===== src/rtl/mccpu_ctrl.sv =====
// Multi-cycle MIPS-subset control FSM: FETCH/DCD/EXE/MEM/WB, outputs decoded from state, Op, Funct, Zero.
// j/jal 2 cycles, beq 3, sw and ALU ops 4, lw 5; no backpressure, every state advances each clk.
module mccpu_ctrl #(
  parameter int STATE_W = 3
) (
  input  logic               clk,
  input  logic               rstn,
  input  logic [5:0]         Op,
  input  logic [5:0]         Funct,
  input  logic               Zero,
  output logic               PCWr,
  output logic               IRWr,
  output logic               RFWr,
  output logic               DMWr,
  output logic               ALUSrcA,
  output logic [1:0]         ALUSrcB,
  output logic [3:0]         ALUOp,
  output logic [1:0]         NPCOp,
  output logic [1:0]         GPRSel,
  output logic [1:0]         WDSel,
  output logic [STATE_W-1:0] State
);

  localparam logic [3:0] ALU_NOP  = 4'd0;
  localparam logic [3:0] ALU_ADD  = 4'd1;
  localparam logic [3:0] ALU_SUB  = 4'd2;
  localparam logic [3:0] ALU_AND  = 4'd3;
  localparam logic [3:0] ALU_OR   = 4'd4;
  localparam logic [3:0] ALU_NOR  = 4'd5;
  localparam logic [3:0] ALU_SLT  = 4'd6;
  localparam logic [3:0] ALU_SLTU = 4'd7;
  localparam logic [3:0] ALU_SLL  = 4'd8;
  localparam logic [3:0] ALU_SRL  = 4'd9;
  localparam logic [3:0] ALU_LUI  = 4'd10;

  localparam logic [5:0] OP_RTYPE = 6'b000000;
  localparam logic [5:0] OP_ADDI  = 6'b001000;
  localparam logic [5:0] OP_ANDI  = 6'b001100;
  localparam logic [5:0] OP_ORI   = 6'b001101;
  localparam logic [5:0] OP_SLTI  = 6'b001010;
  localparam logic [5:0] OP_LUI   = 6'b001111;
  localparam logic [5:0] OP_LW    = 6'b100011;
  localparam logic [5:0] OP_SW    = 6'b101011;
  localparam logic [5:0] OP_BEQ   = 6'b000100;
  localparam logic [5:0] OP_J     = 6'b000010;
  localparam logic [5:0] OP_JAL   = 6'b000011;

  localparam logic [5:0] F_ADD  = 6'b100000;
  localparam logic [5:0] F_SUB  = 6'b100010;
  localparam logic [5:0] F_AND  = 6'b100100;
  localparam logic [5:0] F_OR   = 6'b100101;
  localparam logic [5:0] F_NOR  = 6'b100111;
  localparam logic [5:0] F_SLT  = 6'b101010;
  localparam logic [5:0] F_SLTU = 6'b101011;
  localparam logic [5:0] F_SLL  = 6'b000000;
  localparam logic [5:0] F_SRL  = 6'b000010;

  typedef enum logic [STATE_W-1:0] {
    S_FETCH = STATE_W'(0),
    S_DCD   = STATE_W'(1),
    S_EXE   = STATE_W'(2),
    S_MEM   = STATE_W'(3),
    S_WB    = STATE_W'(4)
  } state_t;

  state_t     r_state;
  state_t     w_next;
  logic       w_rtype, w_lw, w_sw, w_beq, w_j, w_jal;
  logic       w_op_ok, w_fn_ok, w_shift, w_srcb_sext, w_srcb_zext;
  logic [3:0] w_alu;

  assign w_rtype = (Op == OP_RTYPE);
  assign w_lw    = (Op == OP_LW);
  assign w_sw    = (Op == OP_SW);
  assign w_beq   = (Op == OP_BEQ);
  assign w_j     = (Op == OP_J);
  assign w_jal   = (Op == OP_JAL);

  // Instruction decode, independent of state; only consumed in EXE/DCD.
  always_comb begin
    w_alu       = ALU_NOP;
    w_op_ok     = 1'b1;
    w_fn_ok     = 1'b0;
    w_shift     = 1'b0;
    w_srcb_sext = 1'b0;
    w_srcb_zext = 1'b0;
    if (w_rtype) begin
      w_fn_ok = 1'b1;
      case (Funct)
        F_ADD:   w_alu = ALU_ADD;
        F_SUB:   w_alu = ALU_SUB;
        F_AND:   w_alu = ALU_AND;
        F_OR:    w_alu = ALU_OR;
        F_NOR:   w_alu = ALU_NOR;
        F_SLT:   w_alu = ALU_SLT;
        F_SLTU:  w_alu = ALU_SLTU;
        F_SLL:   begin w_alu = ALU_SLL; w_shift = 1'b1; end
        F_SRL:   begin w_alu = ALU_SRL; w_shift = 1'b1; end
        default: w_fn_ok = 1'b0;
      endcase
    end else begin
      case (Op)
        OP_ADDI, OP_LW, OP_SW: begin w_alu = ALU_ADD; w_srcb_sext = 1'b1; end
        OP_SLTI: begin w_alu = ALU_SLT; w_srcb_sext = 1'b1; end
        OP_ANDI: begin w_alu = ALU_AND; w_srcb_zext = 1'b1; end
        OP_ORI:  begin w_alu = ALU_OR;  w_srcb_zext = 1'b1; end
        OP_LUI:  begin w_alu = ALU_LUI; w_srcb_zext = 1'b1; end
        OP_BEQ:  w_alu = ALU_SUB;
        OP_J, OP_JAL: w_alu = ALU_NOP;
        default: w_op_ok = 1'b0;
      endcase
    end
  end

  always_ff @(posedge clk or negedge rstn) begin
    if (!rstn) r_state <= S_FETCH;
    else       r_state <= w_next;
  end

  always_comb begin
    w_next  = S_FETCH;
    PCWr    = 1'b0;
    IRWr    = 1'b0;
    RFWr    = 1'b0;
    DMWr    = 1'b0;
    ALUSrcA = 1'b0;
    ALUSrcB = 2'd0;
    ALUOp   = ALU_NOP;
    NPCOp   = 2'd0;
    GPRSel  = 2'd0;
    WDSel   = 2'd0;
    case (r_state)
      S_FETCH: begin
        IRWr   = 1'b1;
        PCWr   = 1'b1;
        w_next = S_DCD;
      end
      S_DCD: begin
        if (w_j || w_jal) begin
          PCWr  = 1'b1;
          NPCOp = 2'd2;
          if (w_jal) begin
            RFWr   = 1'b1;
            GPRSel = 2'd2;
            WDSel  = 2'd2;
          end
        end else if (w_op_ok) begin
          w_next = S_EXE;
        end
      end
      S_EXE: begin
        ALUOp   = w_alu;
        ALUSrcA = w_shift;
        ALUSrcB = w_srcb_sext ? 2'd1 : (w_srcb_zext ? 2'd2 : 2'd0);
        if (w_beq) begin
          NPCOp = 2'd1;
          PCWr  = Zero;
        end else if (w_lw || w_sw) begin
          w_next = S_MEM;
        end else if (w_rtype ? w_fn_ok : w_op_ok) begin
          w_next = S_WB;
        end
      end
      S_MEM: begin
        if (w_sw)      DMWr   = 1'b1;
        else if (w_lw) w_next = S_WB;
      end
      S_WB: begin
        RFWr   = 1'b1;
        GPRSel = w_rtype ? 2'd0 : 2'd1;
        WDSel  = w_lw ? 2'd1 : 2'd0;
      end
      default: w_next = S_FETCH;
    endcase
    // FETCH is the reset state but must not fire its enables while held in reset.
    if (!rstn) begin
      PCWr    = 1'b0;
      IRWr    = 1'b0;
      RFWr    = 1'b0;
      DMWr    = 1'b0;
      ALUSrcA = 1'b0;
      ALUSrcB = 2'd0;
      ALUOp   = ALU_NOP;
      NPCOp   = 2'd0;
      GPRSel  = 2'd0;
      WDSel   = 2'd0;
    end
  end

  assign State = r_state;

endmodule


===== config.mk =====
export PLATFORM = sky130hd
export DESIGN_NAME = mccpu_ctrl
export DESIGN_NICKNAME = d
export VERILOG_FILES = /design/src/rtl/mccpu_ctrl.sv
export SDC_FILE = /design/constraint.sdc
export NUM_CORES = 1
export LEC_CHECK = 0
export CAP_MARGIN = 20
export CORE_MARGIN = 2
export CORE_UTILIZATION = 39
export CTS_CLUSTER_DIAMETER = 120
export DETAILED_ROUTE_END_ITERATION = 10
export GPL_TIMING_DRIVEN = 0
export PLACE_DENSITY = 0.91
export SETUP_SLACK_MARGIN = 0.02
export SYNTH_ARGS = -nofsm -noshare
export SYNTH_HDL_FRONTEND = slang
export SYNTH_SLANG_ARGS = --single-unit

===== constraint.sdc =====
create_clock -name clk -period 1.95 [get_ports clk]
set_clock_uncertainty 0.2 [all_clocks]
set_input_delay 0.195 -clock clk [delete_from_list [all_inputs] [get_ports clk]]
set_output_delay 0.195 -clock clk [all_outputs]
set_load 0.01 [all_outputs]

Word-level counts from Yosys, hierarchy flattened
Cells that the tools add are included.

Register bits after elaboration: 3. Word-level logic and storage cells: 88.

Equality and inequality tests: 22. Mux-type cells: 54. Reduce and logical (&&, ||, !) cells: 11.

Operators by type and width (number): == test 6 bit (second input constant) (9); one-hot mux 4 bit (9 select lines) (1); == test 6 x 4 -> 1 bit (second input constant) (5); two-way mux 1 bit (26); two-way mux 2 bit (12); one-hot mux 4 bit (6 select lines) (1); == test 6 x 2 -> 1 bit (second input constant) (3); two-way mux 3 bit (5); logical NOT 6 bit (2); two-way mux 4 bit (3); one-hot mux 2 bit (2 select lines) (3); one-hot mux 3 bit (4 select lines) (1); OR reduction 10 bit (1); OR reduction 9 bit (1); == test 3 x 2 -> 1 bit (second input constant) (2); == test 6 x 3 -> 1 bit (second input constant) (1); OR reduction 3 bit (2); OR reduction 4 bit (1); == test 3 x 1 -> 1 bit (second input constant) (1); == test 3 bit (second input constant) (1); logical NOT 3 bit (1); one-hot mux 1 bit (3 select lines) (1); logical OR 1 bit (2); one-hot mux 1 bit (2 select lines) (1); OR reduction 2 bit (1).

Longest topological paths before layout
Gate-level depths: netlist of the first run.

Word-level depth: 9. Depth in mapped cells: 6. Mapped depth without buffers: 5.

Worst setup path before layout of the first run
Ideal clock, no wire load.

Path type: input to output. From: input Op[5]. To: output WDSel[1]. Arrival: 1.497 ns. Required time: 1.555 ns. Setup slack: 0.058 ns. Cell stages on the path: 5. Cells stage by stage: clkbuf_1 nor3_1 nand2_1 nor4_1 buf_4.

Cells in the longest elaborated chain, start to end: 5. Elaborated cells between the ends (all ways): 7.

Ends and longest elaborated chain: start: declaration (RTL line 8) `input logic [5:0] Op,`; == test 6 x 2 -> 1 bit (on tied branches) (RTL line 77, 76); two-way mux 2 bit / logical OR 1 bit (equally long branches) (RTL line 142, 139); two-way mux 2 bit * (RTL line 139) `if (w_j || w_jal) begin`; one-hot mux 2 bit (2 select lines) * (RTL line 132) `case (r_state)`; two-way mux 2 bit * (RTL line 176) `if (!rstn) begin`; end: declaration (RTL line 20) `output logic [1:0] WDSel,`.

Every way passes the cells marked *; elsewhere a longest branch is shown, timed or not.

Worst setup path after layout of the first run
From: register r_state[2], in the netlist State[2]. To: output ALUOp[2].

Cells in the longest elaborated chain, start to end: 3.

Ends and longest elaborated chain: start: declaration (RTL line 66) `state_t r_state;`; start signal: assignment (RTL line 117) `else r_state <= w_next;`; == test 3 x 2 -> 1 bit (RTL line 132); two-way mux 4 bit (RTL line 132); two-way mux 4 bit (RTL line 176); end: declaration (RTL line 17) `output logic [3:0] ALUOp,`.

No other way between the ends.

==> results of run 1 <==
path summary, 6_finish.rpt:
kind | from | endpoint | slack [ns]
worst max-delay path | State[2]$_DFF_PN0_ | ALUOp[2] | -0.05
worst min-delay path | Op[3] | State[2]$_DFF_PN0_ | 0.14
worst max register to register | State[2]$_DFF_PN0_ | State[2]$_DFF_PN0_ | 0.12
worst min register to register | State[2]$_DFF_PN0_ | State[1]$_DFF_PN0_ | 0.33
max in group asynchronous | rstn | State[0]$_DFF_PN0_ | 0.84
min in group asynchronous | rstn | State[1]$_DFF_PN0_ | 0.52
layout make-up:
class,instances,area (um^2),area share
multi-input combinational,82,722,0.560
timing repair buffer,50,377,0.292
sequential,3,78.8,0.0612
buffer,6,46.3,0.0359
clock buffer,4,26.3,0.0204
tap,16,20.0,0.0155
inverter,4,18.8,0.0146
placed cells by master (no fill, tap or decap), types with 2 or more instances in the layout:
cell type	Yosys	final
a21oi_1	5	4
o21ai_2	0	2
clkdlybuf4s50_1	0	4
nand2b_4	0	4
buf_2	0	12
clkbuf_2	0	4
nor3_1	9	4
dlygate4sd2_1	0	10
nand2b_1	7	3
o21ai_0	5	2
nand3_2	0	2
and3_2	2	2
a21oi_2	1	2
nor3_4	0	4
nand4b_1	2	2
nor4_4	0	2
clkbuf_1	4	2
nor2_1	4	3
nand2_1	9	6
nand3_1	4	2
a31oi_1	2	2
clkbuf_4	0	4
buf_4	1	17
inv_1	4	2
nor4_2	0	2
dfrtp_2	0	3
nor2b_1	3	3
buf_6	2	5
nand2_2	0	2
report_power, final:
part / switching, mW / internal [mW] / leakage [nW]
combinational: 0.241 / 0.195 / 0.499
clock: 0.0395 / 0.0771 / 0.0150
sequential: 0.0301 / 0.0786 / 0.0351
total: 0.311 / 0.351 / 0.549
what timing repair did:
action / in CTS / in global routing
pin swaps: 11 / 8
hold buffers: 1 / 0
endpoints found under the hold margin: 3 / 0
setup buffers: 13 / 6
setup endpoints to repair: 18 / 13
gates resized for setup: 103 / 22
critical path: stages, from the launching register on:
cell and delay (ns):
dfrtp_2 0.40, buf_6 0.13, nand2b_4 0.18, nor3_4 0.16, nand2_2 0.08, a21o_1 0.17
o21ai_1 0.10, buf_2 0.16
kinds of logic (layout without fill, tap and decap cells):
| group | after synthesis | in the layout | synth area share |
|---|---|---|---|
| and+or+nand+nor | 55 | 55 | 0.486 |
| xor gates and xnor gates | 1 | 1 | 0.0131 |
| AOI/OAI and AO/OA | 26 | 26 | 0.298 |
| DFF | 3 | 3 | 0.113 |
| buffers and inverters | 11 | 64 | 0.0900 |
metal layers:
metal / part of all wire / up-vias / wire length, um / track usage
met5: 0 / - / 0 / 0
met4: 0.059 / 0 / 207 / 0.159
met3: 0.12 / 28 / 428 / 0.0480
met2: 0.47 / 128 / 1650 / 0.551
met1: 0.35 / 517 / 1240 / 0.392
li1: - / 469 / - / -
==> results.toml, run 1 <==
[status]
status = "finished, violations left"
failed_checks = "setup timing"

[floorplanning]
num_io_pins = 35
die_w_um = 45.4
num_rows = 14
die_h_um = 45.4
core-area_um2 = 1560
die_area_um2 = 2060
initial_core_util = 0.428

[worst_hold_path]
min_path_cells = 2
hp-class = "primary input to register"

[yosys]
yosysTopAreaCell = "dfrtp_1"
syn_inst = 96
syn-num-nets = 111
syn-cell-area_um2 = 667
synth_common_cells = "nand2_1 (9), nor3_1 (9), nand2b_1 (7)"
yosys.area.top_type_share = 0.113
avgSynthCellArea_um2 = 6.95
synth_area_leaders = "dfrtp_1 (11%), nor3_1 (6.8%), nand2b_1 (6.6%), nand2_1 (5.1%), a2111oi_4 (4.1%)"
yosys_most_used_dff = "dfrtp_1"
synth_warnings = 0
ys_types = 40
synth-seq-cells = 3
synth-edff-count = 0
async_flop_share = 1.00
ys_seq_area_frac = 0.113

[cts]
clock_path_buffers = 2
ctsRootBufferMaster = "clkbuf_4"
clk_pin_slew_worst_paths_ns = 0.03
tritoncts = "built"
cts_made_buffers = 3
clkLatencyLatePin_ns = 0.25
cts_max_level = 1
cts.sinks = 3

[power]
power_density_nw_per_um2 = 513
cellLeakagePower_nw = 0.549
ir_drop_mv = 0.484
p_total_uw = 662

[place]
gp_congestion = 0.837
place_hpwl_mm = 1.65
port_buffers = 30
dpl-instance-area_um2 = 987
place_ws_ns = -0.776
dp.cells = 142

[timing]
setup_viol = 4
worstMarginPinSlew_ns = 0.385
period_needed_ns = 2.00
fin_setup_tns_ns = -0.134
fin_crit_sh = 1.03
timing.fmax_mhz = 500
drv_slew = 0
holdWs_ns = 0.142
rsz0062_at_grt = "yes"
slew-limit-headroom = 0.743
hold_violations = 0
fin_ws_ns = -0.0501

[layout]
final_area_um2 = 1290
syn_to_final_growth_pct = 93.2
n_antenna_cell = 0
final_util = 0.827
drive_above_1_share = 0.557
largest_register_ffs = 3
fill_cells = 95
fin_cells = 165
nets = 165

[route]
drtAntennaViolNets = 0
first_pass_iters = 5
wire_per_inst_um = 21.3
drc = 0
vias = 1142
first_iter_violations = 92
vias_per_cell = 6.92
wl_mm = 3.52

[setup_path]
path_class = "register to output pin"
arrival_ns = 1.61
end_kind = "output pin"
critPathMaxFanout = 4
r2r_cells = 7
critPathLaunchType = "register"
required_ns = 1.55

[global_routing]
grt_pass1_wl_mm = 4.73
grt_max_degree = 11
grt_overflow_total = 0
grt_use_total = 0.323
antenna_found_initial = 0
grt_pass1_vias = 990

[run]
cap_violations = 0
(Power assumes the default switching activity.)
==> inputs of run 2 (changes only) <==
SLEW_MARGIN = 0   (was unset)
==> results of run 2 <==
Same layout as run 1: the final DEF is identical, and so are final timing and power.
